===== src/rtl/pwm_pkg.sv =====
// Shared definitions for the PWM stage: FSM state encoding and parameter defaults.
package pwm_pkg;

    localparam int DEFAULT_CNT_W       = 8;
    localparam int DEFAULT_TOP         = 255;
    localparam int DEFAULT_SYNC_STAGES = 2;

    typedef enum logic [1:0] {
        IDLE  = 2'd0,
        RUN   = 2'd1,
        DRAIN = 2'd2
    } pwm_state_t;

endpackage


===== src/rtl/edge_tick_sync.sv =====
// Brings the asynchronous divider output into the clk domain and turns each
// rising edge into a single-cycle tick. SYNC_STAGES must be at least 2.
module edge_tick_sync #(
    parameter int SYNC_STAGES = 2
) (
    input  logic clk,
    input  logic rst,
    input  logic a_in,
    output logic tick
);

    localparam int SETTLE_W = $clog2(SYNC_STAGES + 2);
    localparam logic [SETTLE_W-1:0] SETTLE_DONE = SETTLE_W'(SYNC_STAGES + 1);

    logic [SYNC_STAGES-1:0] chain;
    logic                   sync_prev;
    logic [SETTLE_W-1:0]    settle;
    logic                   settled;

    // Reset zeroes the chain, so an input held high across reset would look
    // like a fresh rise; ticks stay masked until the chain and edge register
    // hold real samples again.
    assign settled = (settle == SETTLE_DONE);

    always_ff @(posedge clk) begin
        if (rst) begin
            chain     <= '0;
            sync_prev <= 1'b0;
            settle    <= '0;
        end else begin
            chain     <= {chain[SYNC_STAGES-2:0], a_in};
            sync_prev <= chain[SYNC_STAGES-1];
            if (!settled) begin
                settle <= settle + 1'b1;
            end
        end
    end

    assign tick = settled & chain[SYNC_STAGES-1] & ~sync_prev;

endmodule


===== src/rtl/pwm_generator.sv =====
// PWM stage clocked by ticks from the divider; duty updates land only on
// period boundaries so the output never glitches mid-period.
module pwm_generator
    import pwm_pkg::*;
#(
    parameter int CNT_W       = DEFAULT_CNT_W,
    parameter int TOP         = DEFAULT_TOP,
    parameter int SYNC_STAGES = DEFAULT_SYNC_STAGES
) (
    input  logic             clk,
    input  logic             rst,
    input  logic             a_pwm,
    input  logic             enable,
    input  logic [CNT_W-1:0] duty_in,
    input  logic             duty_valid,
    output logic             duty_ready,
    output logic             pwm_out,
    output logic             period_end,
    output logic             busy,
    output logic [1:0]       fsm_state
);

    localparam logic [CNT_W-1:0] TOP_VAL = CNT_W'(TOP);

    pwm_state_t       state, state_next;
    logic [CNT_W-1:0] cnt, cnt_next;
    logic [CNT_W-1:0] duty_active, duty_active_next;
    logic [CNT_W-1:0] duty_pending;
    logic             pending_valid;
    logic             tick, wrap, apply, capture, busy_next;

    edge_tick_sync #(
        .SYNC_STAGES(SYNC_STAGES)
    ) u_tick (
        .clk  (clk),
        .rst  (rst),
        .a_in (a_pwm),
        .tick (tick)
    );

    // Handshake: a word transfers on any clk edge where duty_valid and
    // duty_ready are both high; the producer holds duty_in until then.
    assign duty_ready = ~pending_valid;
    assign capture    = duty_valid & duty_ready;

    always_comb begin
        state_next = state;
        cnt_next   = cnt;
        wrap       = 1'b0;
        case (state)
            IDLE: begin
                cnt_next = '0;
                if (enable) state_next = RUN;
            end
            RUN, DRAIN: begin
                if (tick) begin
                    if (cnt == TOP_VAL) begin
                        cnt_next = '0;
                        wrap     = 1'b1;
                    end else begin
                        cnt_next = cnt + 1'b1;
                    end
                end
                if (state == RUN) begin
                    if (!enable) state_next = DRAIN;
                end else if (enable) begin
                    state_next = RUN;
                end else if (wrap) begin
                    state_next = IDLE;
                end
            end
            default: begin
                state_next = IDLE;
                cnt_next   = '0;
            end
        endcase
        apply            = pending_valid & (wrap | ((state == IDLE) & enable));
        duty_active_next = apply ? duty_pending : duty_active;
        busy_next        = (state_next != IDLE);
    end

    always_ff @(posedge clk) begin
        if (rst) begin
            state         <= IDLE;
            cnt           <= '0;
            duty_active   <= '0;
            duty_pending  <= '0;
            pending_valid <= 1'b0;
            pwm_out       <= 1'b0;
            period_end    <= 1'b0;
        end else begin
            state       <= state_next;
            cnt         <= cnt_next;
            duty_active <= duty_active_next;
            // A capture coinciding with an apply keeps the new word pending.
            if (capture) begin
                duty_pending  <= duty_in;
                pending_valid <= 1'b1;
            end else if (apply) begin
                pending_valid <= 1'b0;
            end
            pwm_out    <= busy_next & (cnt_next < duty_active_next);
            period_end <= wrap;
        end
    end

    assign busy      = (state != IDLE);
    assign fsm_state = state;

endmodule


===== config.mk =====
export PLATFORM = sky130hd
export DESIGN_NAME = pwm_generator
export DESIGN_NICKNAME = d
export VERILOG_FILES = /design/src/rtl/pwm_pkg.sv /design/src/rtl/edge_tick_sync.sv /design/src/rtl/pwm_generator.sv
export SDC_FILE = /design/constraint.sdc
export NUM_CORES = 1
export LEC_CHECK = 0
export CAP_MARGIN = 30
export CORE_ASPECT_RATIO = 1.4
export CORE_UTILIZATION = 57
export CTS_BUF_LIST = sky130_fd_sc_hd__clkbuf_8
export CTS_CLUSTER_DIAMETER = 80
export DETAILED_ROUTE_END_ITERATION = 10
export HOLD_SLACK_MARGIN = 0.05
export PLACE_DENSITY = 0.81
export SETUP_SLACK_MARGIN = 0.15
export SLEW_MARGIN = 15
export SYNTH_ARGS = -nofsm -noshare
export SYNTH_HDL_FRONTEND = slang
export SYNTH_SLANG_ARGS = --single-unit

===== constraint.sdc =====
create_clock -name clk -period 4.1 [get_ports clk]
set_input_delay 0.82 -clock clk [delete_from_list [all_inputs] [get_ports clk]]
set_output_delay 0.82 -clock clk [all_outputs]
set_load 0.01 [all_outputs]

[Yosys cells after proc, flatten, opt, wreduce, memory -nomap -nowiden]
Index checks and enable logic that the tools add are counted.
W data, S select, Z words.
Storage, ports and cells
  flip-flop bits (word level): 34
  latch bits: 0
  RAM bits: 0
  memory bits (read-only): 0
  input port bits: 13
  output and inout port bits: 6
  word-level logic and storage cells: 47
  memories: 0
Operators by class
  add/subtract/negate cells: 2
  $mul: 0
  divide/modulo/power cells: 0
  $lt $le $gt $ge: 1
  eq/ne operators: 4
  shift operators: 0
  mux-type cells: 16
  bitwise logic cells: 9
  reductions and logical operators: 5
Operators by type and width (count)
  $mux W8: 4
  $mux W2: 5
  $add A8 B1 Y8 const B: 1
  $eq A8 B8 Y1 const B: 1
  $lt A8 B8 Y1: 1
  $and A1 B1 Y1: 6
  $mux W1: 6
  $reduce_bool A2 Y1: 3
  $eq A2 B2 Y1 const B: 2
  $pmux W2 S2: 1
  $add A2 B1 Y2 const B: 1
  $eq A2 B1 Y1 const B: 1
  $logic_not A2 Y1: 1
  $not A1 Y1: 2
  $reduce_or A2 Y1: 1
  $or A1 B1 Y1: 1

[Longest topological paths before layout]
  depth after elaboration: 11
  depth in mapped cells: 13
  depth with buffers taken out: 12

[Modules after synthesis]
Synthesis repeated with hierarchy kept, for this count alone.
Second synthesis, totals
  cell total of the unflattened synthesis: 164
  area total of the unflattened synthesis: 1612.8 µm²
Modules (own cells, without submodules)
  pwm_generator: instances 1, cells each 149, area an instance 1447.6 µm², seq. area each 580.6 µm²
  edge_tick_sync: instances 1, cells each 15, area an instance 165.2 µm², seq. area each 100.1 µm²

[Worst setup path before layout]
OpenSTA, ideal clock, no wires.
  path kind: register to register
  start: reg state[1] (netlist: fsm_state[1])
  end: reg pwm_out
  arrival: 3.092 ns
  data required time: 4.014 ns
  setup slack: 0.922 ns
  cell stages (with the launch flop): 14
  buffers on the path: 1
  clock period less this slack: 3.178 ns
  path through: dfxtp_1 inv_1 ha_1 inv_1 or4_4 a21o_1 buf_6 mux2i_1 ha_1 a21oi_1 nor2b_1 a2111oi_0 o21ai_0 a211oi_1
On the way
  word-level cells in the longest chain between the ends: 8
RTL lines
  start: declaration: line pwm_generator.sv:25  | pwm_state_t state, state_next;
  start signal: assignment: line pwm_generator.sv:92  | state <= state_next;
  $eq A2 B1 Y1 / $eq A2 B2 Y1 (equally long branches): line pwm_generator.sv:50, pwm_generator.sv:64
  $reduce_or A2 Y1: line pwm_generator.sv:50  | case (state)
  $mux W1: line pwm_generator.sv:50
  $or A1 B1 Y1: line pwm_generator.sv:77  | apply = pending_valid & (wrap | ((state == IDLE) & enable));
  $and A1 B1 Y1: line pwm_generator.sv:77
  $mux W8: line pwm_generator.sv:78  | duty_active_next = apply ? duty_pending : duty_active;
  $lt A8 B8 Y1: line pwm_generator.sv:102  | pwm_out <= busy_next & (cnt_next < duty_active_next);
  $and A1 B1 Y1 *: line pwm_generator.sv:102
  end signal: assignment: line pwm_generator.sv:102
  end: declaration: line pwm_generator.sv:17  | output logic pwm_out,
Every way passes the cells marked *; elsewhere a longest branch is shown, timed or not.
A chain may end at the register's enable or synchronous reset.

[Worst setup path after layout]
Ends and elaborated chain as after synthesis.

==> run summary <==
Status - complete, no violations
Post-CTS Hold Buffers - 0
Static leakage - 0.851 nW
Worst r2r src - fsm_state[1]
Worst r2r path cells - 12
CTS HTree Levels - 2
Postcts setup bufs - 0
EDFF count, synth - 0
Initial antenna violation count - 0
Clk buf depth - 2
Post_cts resized - 0
Nets - 216
DRC errors left - 0
Crit path arrival time - 3750 ps
Worst reg2reg setup slack - 550 ps
Net count after synthesis - 196
Crit path kind - register to register
End of the worst register-to-register path - pwm_out
Clock Latency Late Sink - 290 ps
Cells after DPL - 220
Total congestion overflow - 0
Max Freq - 281 MHz
Share of layout cells above drive strength 1 - 5.21%
Core area - 2640 um^2
Worst-path clk slew - 70 ps
Starting Density - 60.6%
PwrDens - 369 nW/um^2
Mux contribution to synthesized area - 10.6%
Final min period - 3550 ps
Die area - 3030 um^2
Max-slew headroom - 40.8%
Pin count of the biggest net entering global routing - 34
WL per Instance - 13.8 um
Fin cells - 228
Pre-Repair DR Iteration Count - 4
Worst Hold Depth - 1
Num rows - 22
Mapped Avg Cell Area - 9.36 um^2
CTS buffer count - 5
Setup violations, final - 0
Cell Area, Synth - 1600 um^2
DRT Wirelength - 3140 um
Ports - 19
RSZ-0062 raised after global routing - false
Final hold viol count - 0
Critical Path RT - 4300 ps
Die Height - 64.7 um
Port buffer count - 18
Vias in the first global route - 1,235
CP Capture Type - register
Number of synthesized register bits - 34
Clock skew - 6.21 ps
First-pass GRT wire length - 5120 um
Worst path slowest cell - or4_4
Synth Area in XOR/XNOR - 3.83%
Total number of vias - 1,259
Synth async-reset ratio - 0%
CP peak stage delay - 570 ps
Min-delay src - u_tick.chain[0]
Crit-path max FO - 8
Filler Cell Count - 216
Post-DR vias/cell - 5.52
Ys flop type - dfxtp_1
Total of max-cap violations - 0
YS warnings - 0
Largest family of logic cells by synthesized area - simple AND/OR/NAND/NOR gates
Overall Power - 699 uW
Worst Max-Slew Pin Slew - 886 ps
Post-synthesis simple-gate area fraction - 20.9%
Synth Area in Adders - 10.0%
Setup tns final - 0 ps
Die width - 46.8 um
Hold EP - u_tick.chain[1]
Post-Synthesis Cells - 171
Unique masters post-synth - 36
DRT iter0 DRCs - 27
Worst-path cell chain - inv_1 > ha_1 > inv_1 > or4_4 > a21o_1 > mux2i_1 > ha_1 > nand3_1 > nor2_1 > a2111oi_0 > o21ai_0 > a211oi_1
Root Buffer - clkbuf_8
Antenna diodes - 0
CTS tree - done
Total GRT Usage - 23.8%
Complex-gate fraction of the synthesized area - 8.13%
Final ANT Viol Nets - 0
Register area share after synthesis - 42.5%
CP Launch Type - register
# clock sinks - 34
Worst vdd ir - 262 uV
Max-slew violations - 0
Min-Delay Path Class - register to register
Tcrit/Tclk final - 86.7%
Area growth syn-to-layout - 18.4%
DP HPWL - 2420 um
RD Place Congestion - 0.910
-- critical path: cells and delay by family, from the launching register on --
kind	cells	cell delay (ps)
flops	1	400
buf+inv	2	250
fa+ha+maj	2	690
mux	1	290
compound gates	4	1090
simple gates	3	740
-- synth_stat cells, types with 2 or more instances --
library cell	number	area, um^2
xnor2_1	3	26.3
nand4_1	2	12.5
dfxtp_1	34	681
mux2i_1	17	170
inv_1	9	33.8
a21o_1	2	15.0
ha_1	12	150
nor3_1	7	35.0
nand3_1	4	20.0
a21oi_1	3	15.0
nor2_1	31	116
xor2_1	4	35.0
clkbuf_1	5	18.8
nand2_1	7	26.3
o21ai_0	4	20.0
nor2b_1	7	43.8
-- state kept, by name, indices dropped and copies added, names as in the netlist --
| signal | flops |
|---|---|
| u_tick.settle | 2 |
| fsm_state | 2 |
| period_end | 1 |
| duty_pending | 8 |
| pwm_out | 1 |
| u_tick.chain | 2 |
| cnt | 8 |
| duty_active | 8 |
| pending_valid | 1 |
| u_tick.sync_prev | 1 |
-- power breakdown --
group          switching, mW  internal (mW)
clock                  0.115          0.133
sequential            0.0101          0.346
combinational         0.0503         0.0454
-- per-layer routing --
| layer | GRT usage, % | up-vias | wire length (um) |
|---|---|---|---|
| met3 | 9.19 | 10 | 152 |
| met2 | 40.1 | 32 | 1660 |
| met4 | 11.8 | 0 | 75 |
| li1 | - | 636 | - |
| met1 | 24.5 | 581 | 1250 |
| met5 | 0 | - | 0 |
-- metrics by stage --
step / hold slack (ps) / setup slack (ps) / util (%) / cell area [um^2]
finish: 444 / 545 / 71.7 / 1890
global route: 474 / 259 / 71.7 / 1890
CTS: 446 / 565 / 71.7 / 1890
detailed placement: 437 / 592 / 68.2 / 1800
global placement: 419 / 782 / 68.2 / 1800
floorplan: 414 / 922 / - / 1600
-- worst max path at each step --
stage                             from       to  slack, ps  depth (start not counted)
after CTS                 fsm_state[1]  pwm_out        570                         12
after global placement    fsm_state[1]  pwm_out        780                         12
final                     fsm_state[1]  pwm_out        550                         12
after floorplan           fsm_state[1]  pwm_out        920                         13
after detailed placement  fsm_state[1]  pwm_out        590                         12
after global routing      fsm_state[1]  pwm_out        260                         12
-- final cells by class --
class                           count  area (um^2)  area share (%)
Multi-Input combinational cell    122          856            45.2
Sequential cell                    34          681            35.9
Timing Repair Buffer               19          188            9.91
Clock buffer                        6         82.6            4.36
Tap cell                           36         45.0            2.38
Inverter                            9         33.8            1.78
Clock inverter                      2         8.76           0.462
-- placed cells by master (no fill, tap or decap), types with 2 or more instances in the layout --
cell,n
a21oi_1,3
clkbuf_8,6
dfxtp_1,34
clkdlybuf4s50_1,18
mux2i_1,17
ha_1,12
xnor2_1,3
nand3_1,4
inv_1,10
nor2_1,31
a21o_1,2
nor2b_1,7
xor2_1,4
nor3_1,7
o21ai_0,4
nand4_1,2
nand2_1,7
-- logic make-up (layout without fill, tap and decap cells) --
kind of cell / count (synthesis) / in the layout
xor+xnor: 7 / 7
fa+ha+maj: 13 / 13
flops: 34 / 34
buf+inv: 15 / 36
simple gates: 67 / 67
mux: 17 / 17
compound gates: 18 / 18
No activity file was read; power rests on OpenSTA's default activity.
==> patch 1, RTL diff (same flow settings) <==
Set the package constant `DEFAULT_CNT_W` to 9 (it was 8).
--- a/src/rtl/pwm_pkg.sv
+++ b/src/rtl/pwm_pkg.sv
@@ -1,7 +1,7 @@
 // Shared definitions for the PWM stage: FSM state encoding and parameter defaults.
 package pwm_pkg;
 
-    localparam int DEFAULT_CNT_W       = 8;
+    localparam int DEFAULT_CNT_W       = 9;
     localparam int DEFAULT_TOP         = 255;
     localparam int DEFAULT_SYNC_STAGES = 2;
 
Ports: changed (resized duty_in); port bits go from 19 to 20. The function was not compared with the original's and may differ.
==> patch 1 against the original RTL <==
Setup slack improved by 0.51 ns; critical path depth increased by 1; sequential cell count increased by 3; routed wire length increased by 13%; maximum frequency increased by 17%; via count increased by 11%; power increased by 6.5%; sequential power increased by 8.4%; synthesized area increased by 11%; non-clock buffer count increased by 2; die area increased by 10%; first-iteration DRC count decreased by 22%; cell area increased by 9.8%; critical path type unchanged; largest cell class unchanged; highest routed layer unchanged.
==> patch 1: results <==
export IMPL_seq_share=0.356
export IMPL_crit_path_top_delay_cell="or3_2"
export IMPL_power_frac_clock=0.338
export IMPL_grt_max_degree=25
export IMPL_synth_area_leaders="dfxtp_1 (42%), ha_1 (9.2%), nor2_1 (6.6%), mux2i_1 (6.2%), nand2_1 (4.2%)"
export IMPL_regArea_um2=741
export IMPL_status="complete, no violations"
export IMPL_gp_congestion=0.785
export IMPL_use_met3=0.0622
export IMPL_ir_drop_uv=269
export IMPL_multi_input_area_um2=972
export IMPL_wl_met1_mm=1.40
export IMPL_nNonClkInverters=8
export IMPL_crit_family="simple AND/OR/NAND/NOR gates"
export IMPL_drive_gt1_frac=0.0737
export IMPL_yosys_top_cells_count="dfxtp_1 (37), nor2_1 (31), nand2_1 (20)"
export IMPL_synth_seq_cells=37
export IMPL_ys_types=41
export IMPL_post_drt_wl_per_cell_um=14.0
export IMPL_finalNonFillerCells=254
export IMPL_nFillCells=245
export IMPL_grt_pass1_wl_mm=5.99
export IMPL_finClkSkew_ns=0.0126
export IMPL_synth_fp_nets=223
export IMPL_top_regs="cnt (9), duty_active (9), duty_pending (9)"
export IMPL_max_slew_margin=0.430
export IMPL_hpwl_mm=2.64
export IMPL_worst_path_largest_cell_delay_ns=0.51
export IMPL_first_iter_violations=21
export IMPL_cellPowerDensity_mw_per_mm2=358
export IMPL_met2_usage=0.473
export IMPL_intPower_mw=0.558
export IMPL_critPathMaxFanout=12
-- patch 1: cell count changes in the layout (fill, tap and decap cells not counted), moves of 3 or more --
cell      change
o21ai_0       -3
nand2b_1      +3
nand2_1      +13
nor3_1        -3
a21oi_1      +11
dfxtp_1       +3
mux2i_1       -6
-- patch 1: path summary, 6_finish.rpt --
check	from	cells past startpoint	end	slack [ns]
max	fsm_state[0]	13	pwm_out	1.05
min	duty_pending[1]	2	duty_pending[1]	0.46
max reg2reg	fsm_state[0]	13	pwm_out	1.05
min reg2reg	duty_pending[1]	2	duty_pending[1]	0.46
-- patch 1: cell families (layout without fill, tap and decap cells) --
| group | after synthesis | in the layout | share of synthesized area |
|---|---|---|---|
| buf+inv | 15 | 36 | 0.0346 |
| xor+xnor | 8 | 8 | 0.0395 |
| compound gates | 24 | 24 | 0.0959 |
| mux | 11 | 11 | 0.0621 |
| simple gates | 88 | 88 | 0.259 |
| fa+ha+maj | 13 | 13 | 0.0917 |
| flops | 37 | 37 | 0.417 |
==> patch 2, RTL diff (same flow settings) <==
Without the edit above. Put one more register stage on the output `pwm_out`, cleared by the reset. The value now appears one clock later. The other outputs are not delayed to match.
--- a/src/rtl/pwm_generator.sv
+++ b/src/rtl/pwm_generator.sv
@@ -21,6 +21,8 @@
 );
 
     localparam logic [CNT_W-1:0] TOP_VAL = CNT_W'(TOP);
+
+    logic pwm_s0;
 
     pwm_state_t       state, state_next;
     logic [CNT_W-1:0] cnt, cnt_next;
@@ -86,7 +88,7 @@
             duty_active   <= '0;
             duty_pending  <= '0;
             pending_valid <= 1'b0;
-            pwm_out       <= 1'b0;
+            pwm_s0        <= 1'b0;
             period_end    <= 1'b0;
         end else begin
             state       <= state_next;
@@ -99,7 +101,7 @@
             end else if (apply) begin
                 pending_valid <= 1'b0;
             end
-            pwm_out    <= busy_next & (cnt_next < duty_active_next);
+            pwm_s0     <= busy_next & (cnt_next < duty_active_next);
             period_end <= wrap;
         end
     end
@@ -107,5 +109,13 @@
     assign busy      = (state != IDLE);
     assign fsm_state = state;
 
+    always_ff @(posedge clk) begin
+        if (rst) begin
+            pwm_out <= '0;
+        end else begin
+            pwm_out <= pwm_s0;
+        end
+    end
+
 endmodule
 
Check against the original RTL: not equivalent (Yosys sat finds a counterexample within 4 cycles, from zero or initial values and one cycle with rst high).
==> patch 2 against the original RTL <==
Synthesized cell count increased by 1.2%; synthesized area grew 1.6%; die area rose by 1.6%; sequential cell count grew 1; power down 2.3%; count of clock-buffer cells in the layout shrank 1; core utilization decreased by 0.41 points; cell count unchanged; cell area up 0.46%; routed wire length is 4.0% higher; sequential power rose by 3%; sequential share of layout area grew 0.89 points; first-iteration DRC count stayed put; setup slack improved by 0.045 ns.
==> patch 2: results <==
export IMPL_status="complete, no violations"
export IMPL_post_cts_buffers=0
export IMPL_grt_usage=0.247
export IMPL_first_global_vias=1303
export IMPL_synth_compound_area_frac=0.0800
export IMPL_yosys_area_share_adder=0.0985
export IMPL_synth_area_leaders="dfxtp_1 (43%), mux2i_1 (10%), ha_1 (9.2%), nor2_1 (7.2%), nor2b_1 (3.1%)"
export IMPL_top_regs="cnt (8), duty_active (8), duty_pending (8)"
export IMPL_synthMuxAreaShare=0.105
export IMPL_synthXorXnorAreaFrac=0.0377
export IMPL_worst_path_largest_cell_delay_ns=0.57
export IMPL_yosys_top_cells_count="dfxtp_1 (35), nor2_1 (31), mux2i_1 (17)"
export IMPL_hpwl_mm=2.47
export IMPL_post_drt_wl_per_cell_um=14.3
export IMPL_grt_pass1_wl_mm=5.37
export IMPL_whs_ns=0.447
export IMPL_via_per_inst=5.59
export IMPL_power_static_leakage_nw=0.850
export IMPL_critPathMaxFanout=8
export IMPL_swShare=0.251
export IMPL_synth_seq_area_share=0.431
export IMPL_place_ws_ns=0.581
export IMPL_nets=218
export IMPL_grt_max_degree=36
export IMPL_diodes=0
export IMPL_crit_family="compound AO/OA/AOI/OAI gates"
export IMPL_cts_htree_levels=2
export IMPL_synth_area_per_cell_um2=9.40
export IMPL_max_slew_margin=0.398
export IMPL_synth_fp_nets=198
export IMPL_yosysWarningCount=0
export IMPL_gp_congestion=0.878
export IMPL_drive_gt1_frac=0.0417
export IMPL_hold_class="flop to flop"
export IMPL_nFillCells=216
export IMPL_first_iter_violations=27
export IMPL_fin_crit_sh=0.856
export IMPL_reg2reg_slack_ns=0.59
export IMPL_crit_path_top_delay_cell="or4_4"
export IMPL_cts_inserted_buffers=5
export IMPL_arrival_ns=3.71
export IMPL_ir_drop_uv=286
export IMPL_finClkSkew_ns=0.00454
[patch 2: cell types whose count changed in the layout (fill, tap and decap cells not counted), sizes merged]
| cell | delta |
|---|---|
| clkbuf | -1 |
| clkinv | -1 |
| dfxtp | +1 |
| nor2b | +1 |
[patch 2: final timing paths]
| check | start | endpoint | depth (start not counted) |
|---|---|---|---|
| setup / recovery | fsm_state[1] | pwm_s0 | 12 |
| hold / removal | u_tick.chain[0] | u_tick.chain[1] | 1 |
| setup reg to reg | fsm_state[1] | pwm_s0 | 12 |
| hold reg to reg | u_tick.chain[0] | u_tick.chain[1] | 1 |
[patch 2: what timing repair did]
action | CTS | global route
gates resized for setup | 0 | 1
hold buffers | 0 | 0
endpoints found under the setup margin | 0 | 1
[patch 2: cells by family after synthesis]
kind of cell             count (synthesis)
buffers and inverters                   15
AND/OR/NAND/NOR                         68
adder cells (fa/ha/maj)                 13
XOR/XNOR                                 7
AO/OA/AOI/OAI                           18
flip-flops                              35
multiplexers                            17
[patch 2: stage by stage]
| stage | cell area, µm² | total power, mW |
|---|---|---|
| after global placement | 1830 | 0.463 |
| after floorplan | 1630 | 0.434 |
| after CTS | 1900 | 0.688 |
| after global routing | 1900 | 0.713 |
| after detailed placement | 1830 | 0.467 |
| final | 1900 | 0.683 |
[patch 2: layout make-up]
| cell class | count | area [µm²] | share of cell area |
|---|---|---|---|
| clock buffer | 5 | 68.8 | 0.0362 |
| clock inverter | 1 | 3.75 | 0.00197 |
| inverter | 9 | 33.8 | 0.0178 |
| multi-input combinational | 123 | 863 | 0.454 |
| sequential | 35 | 701 | 0.368 |
| tap | 36 | 45.0 | 0.0237 |
| timing repair buffer | 19 | 188 | 0.0986 |
[patch 2: power groups by stage]
| stage | Sequential [mW] | Combinational (mW) | Clock (mW) |
|---|---|---|---|
| 6_report | 0.366 | 0.0940 | 0.223 |
| 2_1_floorplan | 0.371 | 0.0623 | 0 |
| 3_5_place_dp | 0.374 | 0.0937 | 0 |
| 4_1_cts | 0.366 | 0.0942 | 0.228 |
| 3_3_place_gp | 0.372 | 0.0900 | 0 |
| 5_1_grt | 0.368 | 0.104 | 0.242 |
[patch 2: routing by layer]
| layer | global-route usage | wire length (µm) |
|---|---|---|
| met1 | 0.247 | 1300 |
| met5 | 0 | 0 |
| met3 | 0.0659 | 91 |
| met2 | 0.444 | 1790 |
| met4 | 0.114 | 78 |
